--- config.mk ---
export PLATFORM = sky130hd
export DESIGN_NAME = apb4_i2c_regbank_flat
export DESIGN_NICKNAME = d
export VERILOG_FILES = /design/src/rtl/apb4_i2c_regbank_if.sv /design/src/rtl/apb4_i2c_regbank.sv /design/src/flat_wrapper.sv
export SDC_FILE = /design/constraint.sdc
export NUM_CORES = 1
export LEC_CHECK = 0
export CAP_MARGIN = 0
export CORE_MARGIN = 1.5
export CORE_UTILIZATION = 25
export DETAILED_ROUTE_END_ITERATION = 8
export GPL_TIMING_DRIVEN = 0
export PLACE_DENSITY_LB_ADDON = 0.2
export SLEW_MARGIN = 10
export SYNTH_ARGS = -nofsm -noshare
export SYNTH_HDL_FRONTEND = slang
export SYNTH_SLANG_ARGS = --single-unit
export TNS_END_PERCENT = 50
--- constraint.sdc ---
create_clock -name pclk_i -period 2.2 [get_ports pclk_i]
set_input_delay 0.44 -clock pclk_i [delete_from_list [all_inputs] [get_ports pclk_i]]
set_output_delay 0.44 -clock pclk_i [all_outputs]
set_load 0.02 [all_outputs]
--- src/rtl/apb4_i2c_regbank_if.sv ---
// ---------------------------------------------------------------------------
// apb4_i2c_regbank_if
//
// APB4 bus bundle between the system APB master and the I2C register bank.
//
// Parameters:
//   DATA_WIDTH  APB data width (8, 16 or 32)
//   ADDR_WIDTH  APB byte-address width
//
// Signals:
//   paddr    byte address                (master -> slave)
//   psel     slave select                (master -> slave)
//   penable  access phase                (master -> slave)
//   pwrite   1 = write, 0 = read         (master -> slave)
//   pwdata   write data                  (master -> slave)
//   pstrb    byte write strobes          (master -> slave)
//   prdata   read data                   (slave -> master)
//   pready   transfer complete           (slave -> master)
//   pslverr  transfer error              (slave -> master)
// ---------------------------------------------------------------------------
interface apb4_i2c_regbank_if #(
  parameter int DATA_WIDTH = 32,
  parameter int ADDR_WIDTH = 8
);

  logic [ADDR_WIDTH-1:0]   paddr;
  logic                    psel;
  logic                    penable;
  logic                    pwrite;
  logic [DATA_WIDTH-1:0]   pwdata;
  logic [DATA_WIDTH/8-1:0] pstrb;
  logic [DATA_WIDTH-1:0]   prdata;
  logic                    pready;
  logic                    pslverr;

  modport master (
    output paddr, psel, penable, pwrite, pwdata, pstrb,
    input  prdata, pready, pslverr
  );

  modport slave (
    input  paddr, psel, penable, pwrite, pwdata, pstrb,
    output prdata, pready, pslverr
  );

endinterface

--- src/rtl/apb4_i2c_regbank.sv ---
// ---------------------------------------------------------------------------
// apb4_i2c_regbank
//
// APB4 register bank in front of the I2C core. Decodes the register map,
// inserts programmable wait states, applies byte strobes, reports transfer
// errors, generates single-cycle TX-push / RX-pop strobes toward the FIFOs
// and owns the self-clearing START / SRST command bits.
//
// Register map (byte offsets):
//   0x00 TXDATA   WO [7:0]   write pushes a byte into the TX FIFO
//   0x04 RXDATA   RO [7:0]   read returns the RX FIFO head and pops it
//   0x08 STATUS   RO [7:0]   status_i pass-through
//   0x0C SADDR    RW [6:0]   target address
//   0x10 CMD      RW [7:0]   bit0 START, bit1 SRST self-clear on core ack
//   0x14 PRESCALE RW [15:0]  SCL prescaler, resets to 16'h00C8
//
// Optional feature macro:
//   APB_SLVERR_EN  when defined pslverr flags error transfers; otherwise
//                  pslverr is tied low (error cases are still suppressed).
//
// Parameters:
//   DATA_WIDTH   APB data width (8, 16, 32)
//   ADDR_WIDTH   APB address width, word index is paddr[ADDR_WIDTH-1:2]
//   WAIT_STATES  access cycles with pready low before completion (0..15)
//
// Ports:
//   pclk_i        clock
//   preset_ni     asynchronous active-low reset
//   apb           APB4 slave bus (apb4_i2c_regbank_if.slave)
//   status_i      I2C/FIFO status
//   tx_full_i     TX FIFO full
//   rx_empty_i    RX FIFO empty
//   rx_data_i     RX FIFO head byte
//   start_done_i  core accepted START
//   reset_done_i  core soft reset complete
//   tx_data_o     byte to push, valid with tx_push_o
//   tx_push_o     one-cycle TX push strobe
//   rx_pop_o      one-cycle RX pop strobe
//   slave_addr_o  SADDR register
//   command_o     CMD register
//   prescale_o    PRESCALE register
// ---------------------------------------------------------------------------
module apb4_i2c_regbank #(
  parameter int DATA_WIDTH  = 32,
  parameter int ADDR_WIDTH  = 8,
  parameter int WAIT_STATES = 0
) (
  input  logic              pclk_i,
  input  logic              preset_ni,
  apb4_i2c_regbank_if.slave apb,
  input  logic [7:0]        status_i,
  input  logic              tx_full_i,
  input  logic              rx_empty_i,
  input  logic [7:0]        rx_data_i,
  input  logic              start_done_i,
  input  logic              reset_done_i,
  output logic [7:0]        tx_data_o,
  output logic              tx_push_o,
  output logic              rx_pop_o,
  output logic [6:0]        slave_addr_o,
  output logic [7:0]        command_o,
  output logic [15:0]       prescale_o
);

  localparam int IDX_WIDTH = ADDR_WIDTH - 2;

  localparam logic [IDX_WIDTH-1:0] IDX_TXDATA   = IDX_WIDTH'(0);
  localparam logic [IDX_WIDTH-1:0] IDX_RXDATA   = IDX_WIDTH'(1);
  localparam logic [IDX_WIDTH-1:0] IDX_STATUS   = IDX_WIDTH'(2);
  localparam logic [IDX_WIDTH-1:0] IDX_SADDR    = IDX_WIDTH'(3);
  localparam logic [IDX_WIDTH-1:0] IDX_CMD      = IDX_WIDTH'(4);
  localparam logic [IDX_WIDTH-1:0] IDX_PRESCALE = IDX_WIDTH'(5);

  localparam logic [15:0] PRESCALE_RESET = 16'h00C8;
  localparam logic [3:0]  WAIT_LOAD      = 4'(WAIT_STATES);

  logic [3:0]           wait_cnt;
  logic                 setup_phase;
  logic                 access_phase;
  logic                 xfer_done;

  logic [IDX_WIDTH-1:0] word_idx;
  logic                 aligned;
  logic                 mapped;
  logic [31:0]          wdata_ext;
  logic [3:0]           strb_ext;

  logic [31:0]          rd_value;
  logic                 access_err;
  logic                 hit_tx;
  logic                 hit_rx;
  logic                 hit_saddr;
  logic                 hit_cmd;
  logic                 hit_prescale;

  logic                 wr_ok;
  logic                 do_push;
  logic                 do_pop;
  logic                 wr_saddr;
  logic                 wr_cmd;
  logic                 wr_prescale;

  logic [7:0]           command_next;
  logic [15:0]          prescale_next;
  logic                 unused_bits;

  // ---------------------------------------------------------------------
  // Handshake phases. pready is purely combinational so that the zero
  // wait-state case completes in the classic two-cycle APB transfer.
  // ---------------------------------------------------------------------
  assign setup_phase  = apb.psel & ~apb.penable;
  assign access_phase = apb.psel &  apb.penable;
  assign xfer_done    = access_phase & (wait_cnt == 4'd0);
  assign apb.pready   = xfer_done;

  // The counter is reloaded in every setup phase, which is what makes
  // back-to-back transfers work without an idle cycle in between.
  always_ff @(posedge pclk_i or negedge preset_ni) begin
    if (!preset_ni) begin
      wait_cnt <= 4'd0;
    end else if (setup_phase) begin
      wait_cnt <= WAIT_LOAD;
    end else if (access_phase && (wait_cnt != 4'd0)) begin
      wait_cnt <= wait_cnt - 4'd1;
    end
  end

  // ---------------------------------------------------------------------
  // Address decode. Data and strobes are normalised to 32/4 bits so the
  // register logic is independent of DATA_WIDTH; missing upper lanes read
  // as zero and can never be strobed.
  // ---------------------------------------------------------------------
  assign word_idx  = apb.paddr[ADDR_WIDTH-1:2];
  assign aligned   = (apb.paddr[1:0] == 2'b00);
  assign mapped    = (word_idx <= IDX_PRESCALE);
  assign wdata_ext = 32'(apb.pwdata);
  assign strb_ext  = 4'(apb.pstrb);

  always_comb begin
    rd_value     = 32'd0;
    access_err   = 1'b0;
    hit_tx       = 1'b0;
    hit_rx       = 1'b0;
    hit_saddr    = 1'b0;
    hit_cmd      = 1'b0;
    hit_prescale = 1'b0;

    if (!aligned || !mapped) begin
      access_err = 1'b1;
    end else begin
      case (word_idx)
        IDX_TXDATA: begin
          // Write-only: reading it is an error; writing into a full FIFO
          // drops the byte and flags an error.
          hit_tx     = 1'b1;
          access_err = apb.pwrite ? tx_full_i : 1'b1;
        end
        IDX_RXDATA: begin
          if (apb.pwrite || rx_empty_i) begin
            access_err = 1'b1;
          end else begin
            hit_rx   = 1'b1;
            rd_value = {24'd0, rx_data_i};
          end
        end
        IDX_STATUS: begin
          if (apb.pwrite) begin
            access_err = 1'b1;
          end else begin
            rd_value = {24'd0, status_i};
          end
        end
        IDX_SADDR: begin
          hit_saddr = 1'b1;
          rd_value  = {25'd0, slave_addr_o};
        end
        IDX_CMD: begin
          hit_cmd  = 1'b1;
          rd_value = {24'd0, command_o};
        end
        IDX_PRESCALE: begin
          hit_prescale = 1'b1;
          rd_value     = {16'd0, prescale_o};
        end
        default: begin
          access_err = 1'b1;
        end
      endcase
    end
  end

  // Every side effect is qualified by the completion cycle and by the
  // absence of an error, so error transfers never disturb state.
  assign wr_ok       = xfer_done & apb.pwrite & ~access_err;
  assign do_push     = wr_ok & hit_tx & strb_ext[0];
  assign do_pop      = xfer_done & ~apb.pwrite & hit_rx & ~access_err;
  assign wr_saddr    = wr_ok & hit_saddr & strb_ext[0];
  assign wr_cmd      = wr_ok & hit_cmd & strb_ext[0];
  assign wr_prescale = wr_ok & hit_prescale;

  assign apb.prdata = (xfer_done & ~apb.pwrite) ? rd_value[DATA_WIDTH-1:0]
                                                : '0;

`ifdef APB_SLVERR_EN
  assign apb.pslverr = xfer_done & access_err;
`else
  assign apb.pslverr = 1'b0;
`endif

  // Only byte lanes 0 and 1 carry register content.
  assign unused_bits = ^{wdata_ext[31:16], strb_ext[3:2]};

  // ---------------------------------------------------------------------
  // Next-state for CMD and PRESCALE. The core acknowledges are applied
  // first so that a strobed APB write in the same cycle overrides them.
  // ---------------------------------------------------------------------
  always_comb begin
    command_next = command_o;
    if (start_done_i) begin
      command_next[0] = 1'b0;
    end
    if (reset_done_i) begin
      command_next[1] = 1'b0;
    end
    if (wr_cmd) begin
      command_next = wdata_ext[7:0];
    end
  end

  always_comb begin
    prescale_next = prescale_o;
    if (wr_prescale && strb_ext[0]) begin
      prescale_next[7:0] = wdata_ext[7:0];
    end
    if (wr_prescale && strb_ext[1]) begin
      prescale_next[15:8] = wdata_ext[15:8];
    end
  end

  always_ff @(posedge pclk_i or negedge preset_ni) begin
    if (!preset_ni) begin
      slave_addr_o <= 7'd0;
      command_o    <= 8'd0;
      prescale_o   <= PRESCALE_RESET;
    end else begin
      if (wr_saddr) begin
        slave_addr_o <= wdata_ext[6:0];
      end
      command_o  <= command_next;
      prescale_o <= prescale_next;
    end
  end

  // FIFO strobes are registered: they fire in the cycle after the
  // completion edge, with tx_data_o holding the pushed byte in that cycle.
  always_ff @(posedge pclk_i or negedge preset_ni) begin
    if (!preset_ni) begin
      tx_push_o <= 1'b0;
      rx_pop_o  <= 1'b0;
      tx_data_o <= 8'd0;
    end else begin
      tx_push_o <= do_push;
      rx_pop_o  <= do_pop;
      if (do_push) begin
        tx_data_o <= wdata_ext[7:0];
      end
    end
  end

endmodule
--- src/flat_wrapper.sv ---
// flat-port wrapper written by rule: the top's interface ports become plain ports
module apb4_i2c_regbank_flat 
#(
  parameter int DATA_WIDTH  = 32,
  parameter int ADDR_WIDTH  = 8,
  parameter int WAIT_STATES = 0
)
  (pclk_i, preset_ni, status_i, tx_full_i, rx_empty_i, rx_data_i, start_done_i, reset_done_i, tx_data_o, tx_push_o, rx_pop_o, slave_addr_o, command_o, prescale_o, apb_paddr, apb_psel, apb_penable, apb_pwrite, apb_pwdata, apb_pstrb, apb_prdata, apb_pready, apb_pslverr);
  apb4_i2c_regbank_if #(.DATA_WIDTH(DATA_WIDTH), .ADDR_WIDTH(ADDR_WIDTH)) apb_i ();
  input  logic pclk_i;
  input  logic preset_ni;
  input  logic [7:0] status_i;
  input  logic tx_full_i;
  input  logic rx_empty_i;
  input  logic [7:0] rx_data_i;
  input  logic start_done_i;
  input  logic reset_done_i;
  output logic [7:0] tx_data_o;
  output logic tx_push_o;
  output logic rx_pop_o;
  output logic [6:0] slave_addr_o;
  output logic [7:0] command_o;
  output logic [15:0] prescale_o;
  input wire logic [$bits(apb_i.paddr)-1:0] apb_paddr;
  input wire logic [$bits(apb_i.psel)-1:0] apb_psel;
  input wire logic [$bits(apb_i.penable)-1:0] apb_penable;
  input wire logic [$bits(apb_i.pwrite)-1:0] apb_pwrite;
  input wire logic [$bits(apb_i.pwdata)-1:0] apb_pwdata;
  input wire logic [$bits(apb_i.pstrb)-1:0] apb_pstrb;
  output wire logic [$bits(apb_i.prdata)-1:0] apb_prdata;
  output wire logic [$bits(apb_i.pready)-1:0] apb_pready;
  output wire logic [$bits(apb_i.pslverr)-1:0] apb_pslverr;
  assign apb_i.paddr = apb_paddr;
  assign apb_i.psel = apb_psel;
  assign apb_i.penable = apb_penable;
  assign apb_i.pwrite = apb_pwrite;
  assign apb_i.pwdata = apb_pwdata;
  assign apb_i.pstrb = apb_pstrb;
  assign apb_prdata = apb_i.prdata;
  assign apb_pready = apb_i.pready;
  assign apb_pslverr = apb_i.pslverr;
  apb4_i2c_regbank #(.DATA_WIDTH(DATA_WIDTH), .ADDR_WIDTH(ADDR_WIDTH), .WAIT_STATES(WAIT_STATES)) u_core (.pclk_i(pclk_i), .preset_ni(preset_ni), .apb(apb_i), .status_i(status_i), .tx_full_i(tx_full_i), .rx_empty_i(rx_empty_i), .rx_data_i(rx_data_i), .start_done_i(start_done_i), .reset_done_i(reset_done_i), .tx_data_o(tx_data_o), .tx_push_o(tx_push_o), .rx_pop_o(rx_pop_o), .slave_addr_o(slave_addr_o), .command_o(command_o), .prescale_o(prescale_o));
endmodule
==> results of run 1 <==
power by group:
group          internal [uW]  total [uW]  switching [uW]  leakage (uW)
logic                    285         532             247       0.00120
clock network            232         552             320     0.0000452
registers                861         891            30.0      0.000614
total                   1380        1970             597       0.00186
critical path: stages (launching register included):
cell and delay, ns:
dfrtp_1 0.41, inv_2 0.09, ha_4 0.13, and4bb_2 0.27, nand4_4 0.12, a2111o_2 0.40, buf_12 0.17, a21oi_4 0.13
buf_6 0.13
kinds of logic after synthesis:
group,Yosys count,synth area share [%]
and+or+nand+nor,47,13.2
muxes,39,18.6
AOI/OAI and AO/OA,40,11.8
buffers and inverters,29,7.36
other,1,0.159
DFF,45,47.8
adders and majority gates,2,1.06
sequential cells by signal, summed over array words and instances (netlist names):
register             cells
u_core.command_o         8
u_core.prescale_o       16
u_core.rx_pop_o          1
u_core.slave_addr_o      7
u_core.tx_data_o         8
u_core.tx_push_o         1
u_core.wait_cnt          4
worst max-delay path by stage:
stage,startpoint,end,cells after the start
floorplan,u_core.wait_cnt[1]$_DFFE_PN0P_,apb_prdata[0],6
CTS,u_core.wait_cnt[1]$_DFFE_PN0P_,apb_prdata[5],8
detailed placement,apb_paddr[4],apb_prdata[5],6
finish,u_core.wait_cnt[1]$_DFFE_PN0P_,apb_prdata[5],8
global placement,apb_paddr[4],apb_prdata[5],6
global route,u_core.wait_cnt[1]$_DFFE_PN0P_,apb_prdata[5],8
area by class of cell:
class | count | area (um^2) | share of cell area (%)
clock buffers | 5 | 68.8 | 1.64
flip-flops and latches | 45 | 1130 | 26.9
plain buffers | 21 | 154 | 3.67
multi-input cells | 145 | 1320 | 31.4
clock inverters | 3 | 25.0 | 0.597
well taps | 111 | 139 | 3.31
inverters | 7 | 26.3 | 0.626
repair buffers | 131 | 1330 | 31.8
cell usage after synthesis (2+ instances only):
cell type / count / area share (%)
or4_4: 2 / 0.95
mux2_2: 39 / 19
and2_1: 9 / 2.4
buf_4: 17 / 5.4
clkbuf_1: 4 / 0.64
o22ai_1: 2 / 0.53
nor3_2: 2 / 0.85
a31oi_1: 2 / 0.53
o21ai_0: 2 / 0.42
inv_1: 7 / 1.1
ha_1: 2 / 1.1
nor2b_1: 3 / 0.79
dfrtp_1: 42 / 44
nor4_1: 2 / 0.53
dfstp_2: 3 / 3.3
a21oi_1: 10 / 2.1
or3_1: 2 / 0.53
a22o_1: 7 / 2.6
nor2_1: 6 / 0.95
nor3_1: 3 / 0.64
nand2_1: 6 / 0.95
a22oi_1: 15 / 4.8
nand2b_1: 2 / 0.53
what timing repair did:
item | CTS | global route
setup endpoints to repair | 55 | 56
buffers inserted | 17 | 6
pin swaps | 15 | 5
resized for setup | 137 | 8
hold buffers | 0 | 0
through the flow:
step | hold slack [ns] | std cells | setup TNS, ns
2_1_floorplan | 0.144 | 219 | -0.0328
3_3_place_gp | 0.492 | 437 | -74.17
3_5_place_dp | 0.450 | 438 | -43.50
4_1_cts | 0.108 | 462 | -7.46
5_1_grt | 0.133 | 468 | -9.82
6_report | 0.107 | 468 | -7.04
routing by layer:
metal	part of all wire [%]	wire length (um)	vias up	global-route usage, %
li1	-	-	1012	-
met5	0	0	-	0
met4	0.68	51	0	3.58
met1	43	3280	1033	19.6
met2	50	3770	75	25.5
met3	5.9	448	6	3.55
==> impl_metrics.toml, run 1 <==
[cts]
clockBufferDepth = 2
cts_max_level = 2
cts_sinks = 45
clk_latency_ns = 0.30
cts_tree = "yes"
numCtsBuffers = 5
cts_root_buf = "clkbuf_8"
clk_pin_slew_ns = 0.10

[floorplanning]
initial_core_util_pct = 25.7
die_w_um = 100
io_pins = 144
die_y_um = 100
rows = 35
core_mm2 = 0.00920
die_area_mm2 = 0.0100

[synthesis]
synthFlopType = "dfrtp_1"
syn_area_mm2 = 0.00236
syn_area_per_cell_um2 = 11.6
yosys_register_bits = 45
ys_seq_area_share_pct = 47.8
ys_warn_count = 0
synthCells = 203
synthDistinctLibCells = 37
synth_edf_count = 0
async_flop_share_pct = 100

[drt]
initialDrtViolationCount = 46
post_drt_wl_per_cell_um = 16.1
firstDrtPassIters = 4
vias_per_cell = 4.54
ant_nets = 0
via_count = 2126
wirelength_um = 7550
drc_errors = 0

[run_status]
violations = "setup timing"
status = "finished, violations left"

[critical_path]
criticalPathCategory = "flop to output port"
r2r_start = "u_core.wait_cnt[1]$_DFFE_PN0P_"
cp_max_fo = 8
cp-end-kind = "output port"
r2r_setup_slack_ns = -0.10
r2r-end = "u_core.command_o[2]$_DFFE_PN0P_"
r2r_cells = 10
cp.required_ns = 1.76
worstPathArrival_ns = 2.17
cp-start-kind = "flop"

[layout]
syn_to_final_growth_pct = 77.5
fill_cells = 894
antennaDiodeCount = 0
layout_common_cells = "clkdlybuf4s50_1 (84), dfrtp_1 (42), mux2_2 (38), buf_4 (32), buf_6 (20)"
layout-drive-gt1-share_pct = 42.3
final_common_cell = "clkdlybuf4s50_1"
num-nets-final = 427
design_area_mm2 = 0.00419
final_util_pct = 45.6

[global_route]
grt_overflow_total = 0
antenna_found_initial = 0
gr-usage-all-layers_pct = 15.1
grt_max_degree = 27
grt_pass1_vias = 2086
grt_pass1_wl_um = 11500

[timing]
skew_ns = 0.00593
fin_crit_sh_pct = 119
slew_viol_final = 0
fmax_ghz = 0.383
tightest_slew_ns = 0.532
relSlewSlack_pct = 64.5
final-setup-viol-count = 39
rsz0062_at_grt = "true"
hold_viol_final = 0
period_needed_ns = 2.61
worst_slack_ns = -0.410

[placement]
place_congestion = 0.752
portBuffers = 107
place_ws_ns = -1.34
place_area_mm2 = 0.00377
dpl.hpwl_um = 5400

[worst_hold_path]
hold_class = "primary input to asynchronous set/reset pin"

[power_and_ir_drop]
cellLeakagePower_uw = 0.00186
vdd_drop_max_mv = 0.205
p_per_area_mw_per_mm2 = 471
power.total_uw = 1970

[job]
max-cap-violations = 0
Power figures use the tool's default switching activity.
==> inputs of run 2 (changes only) <==
--- a/config.mk
+++ b/config.mk
@@ -8,6 +8,7 @@
 export CAP_MARGIN = 0
 export CORE_MARGIN = 1.5
 export CORE_UTILIZATION = 25
+export CTS_CLUSTER_SIZE = 10
 export DETAILED_ROUTE_END_ITERATION = 8
 export GPL_TIMING_DRIVEN = 0
 export PLACE_DENSITY_LB_ADDON = 0.2
==> constraint.sdc (replaced) <==
create_clock -name pclk_i -period 3 [get_ports pclk_i]
set_input_delay 0.6 -clock pclk_i [delete_from_list [all_inputs] [get_ports pclk_i]]
set_output_delay 0.6 -clock pclk_i [all_outputs]
set_load 0.02 [all_outputs]
==> run 2 against run 1 <==
Effect of this change: setup slack gained 0.47 ns; sequential share of layout area grew 1.8 points; worst hold slack gained 0.11 ns; largest cell class unchanged; sequential cell count is the same; via count shrank 1.5%; cell area shrank 6.3%; wire length shrank 1.0%; combinational power shrank 42%; the flow now finishes without violations; critical path depth shrank 2; die area is the same; first-iteration DRC count grew 39%; register-to-register slack gained 0.61 ns.
==> impl_metrics.toml, run 2 (synthesis gave the netlist of run 1 again) <==
[critical_path]
critPathMaxStageDelay_ns = 0.59
crit_family = "compound AO/OA/AOI/OAI gates"
criticalPathCategory = "primary input to output port"
critPathBufInv = 2
cp-start-kind = "primary input"
crit_slowest_cell = "a2111o_2"
cp.required_ns = 2.40
cp_max_fo = 8
worstPathArrival_ns = 2.34
path_cells = "clkdlybuf4s50_1 -> nor2_1 -> nand4_4 -> a2111o_2 -> a21oi_2 -> buf_4"
cp-end-kind = "output port"

[placement]
place_ws_ns = -1.09
dpl.hpwl_um = 5480
place_congestion = 0.748
portBuffers = 107

[layout]
final_common_cell = "clkdlybuf4s50_1"
antennaDiodeCount = 0
layout_common_cells = "clkdlybuf4s50_1 (85), dfrtp_1 (42), mux2_2 (39), buf_4 (36), conb_1 (17)"
fill_cells = 918
num-nets-final = 416
largest_registers = "u_core.prescale_o (16), u_core.command_o (8), u_core.tx_data_o (8)"
final_util_pct = 42.7
syn_to_final_growth_pct = 66.4
layout-drive-gt1-share_pct = 33.2
largest_reg_flops = 16
top_register = "u_core.prescale_o"

[global_route]
grt-busiest-layer = "met2"
grt_max_degree = 31
grt_use_met1_pct = 17.0
grt_pass1_wl_um = 11300
antenna_found_initial = 0
grt_overflow_total = 0
grt.met2_usage_pct = 27.0
gr-usage-all-layers_pct = 14.9
grt_pass1_vias = 2151
use_met3_pct = 3.90

[cts]
clk_pin_slew_ns = 0.09
clockBufferDepth = 2
ctsHoldBuffers = 0
cts_sinks = 45
numCtsBuffers = 5
cts_root_buf = "clkbuf_8"
cts_max_level = 2
cts_tree = "yes"
clk_latency_ns = 0.30

[drt]
firstDrtPassIters = 4
post_drt_wl_per_cell_um = 16.4
ant_nets = 0
via_count = 2094
initialDrtViolationCount = 64
drc_errors = 0
vias_per_cell = 4.58
wirelength_um = 7470

[floorplanning]
die_w_um = 100
core_mm2 = 0.00920
io_pins = 144
die_y_um = 100
die_area_mm2 = 0.0100
initial_core_util_pct = 25.7
rows = 35

[power_and_ir_drop]
cellLeakagePower_uw = 0.00177
p_per_area_mw_per_mm2 = 365
vdd_drop_max_mv = 0.151
power.total_uw = 1440

[timing]
skew_ns = 0.00642
fin_setup_tns_ns = 0
slew_viol_final = 0
hold_viol_final = 0
worst_slack_ns = 0.0639
fmax_ghz = 0.341
relSlewSlack_pct = 44.9
holdWs_ns = 0.216
rsz0062_at_grt = "false"
final-setup-viol-count = 0
fin_crit_sh_pct = 97.9
tightest_slew_ns = 0.823
period_needed_ns = 2.94

[job]
max-cap-violations = 0

[run_status]
status = "finished, final reports clean"

[worst_hold_path]
hold_class = "primary input to asynchronous set/reset pin"
-- run 2: changes by cell type in the layout (fill, tap and decap cells not counted), sizes merged --
cell           change
buf               -23
bufinv             +1
clkbuf             +1
clkdlybuf4s15      +1
clkdlybuf4s50      +1
clkinv             +1
clkinvlp           -1
dlygate4sd2        +8
dlymetal6s2s       +2
inv                -2
-- run 2: repair_timing --
action                     4_1_cts  5_1_grt
gates resized for setup         67       14
pin swaps                        7        4
gates cloned                     0        0
buffers inserted                 5        7
setup endpoints to repair       16       16
-- run 2: per-stage QoR --
step	cells	instance area, um^2
finish	457	3930
floorplan	219	2420
detailed placement	438	3650
global route	457	3930
CTS	450	3840
global placement	437	3630
-- run 2: per-layer routing --
layer	share of wire, %	wire [um]
met2	52	3910
met3	6.0	446
met4	1.2	90
met5	0	0
met1	40	3030
-- run 2: path summary, 6_finish.rpt --
| check | endpoint | depth (start not counted) | slack, ns | start |
|---|---|---|---|---|
| worst max-delay path | apb_prdata[2] | 6 | 0.06 | apb_paddr[0] |
| worst min-delay path | u_core.tx_push_o$_DFF_PN0_ | 1 | 0.22 | preset_ni |
| worst max register to register | u_core.command_o[6]$_DFFE_PN0P_ | 7 | 0.51 | u_core.wait_cnt[1]$_DFFE_PN0P_ |
| worst min register to register | u_core.tx_data_o[6]$_DFFE_PN0P_ | 1 | 0.51 | u_core.tx_data_o[6]$_DFFE_PN0P_ |
| max in group asynchronous | u_core.prescale_o[7]$_DFFE_PN1P_ | 2 | 2.21 | preset_ni |
| min in group pclk_i | u_core.tx_data_o[6]$_DFFE_PN0P_ | 1 | 0.51 | u_core.tx_data_o[6]$_DFFE_PN0P_ |
-- run 2: area by class of cell --
cell class,count,area [um^2],share of cell area [%]
Tap cell,111,139,3.53
Timing Repair Buffer,120,1170,29.7
Clock inverter,2,38.8,0.987
Clock buffer,6,72.6,1.85
Multi-Input combinational cell,145,1210,30.8
Sequential cell,45,1130,28.7
Buffer,21,148,3.76
Inverter,7,26.3,0.669
-- run 2: where the power goes --
part	total, uW	internal [uW]	switching [uW]
Sequential	655	631	24.0
Combinational	310	154	156
Clock	471	250	220
Total	1440	1040	401
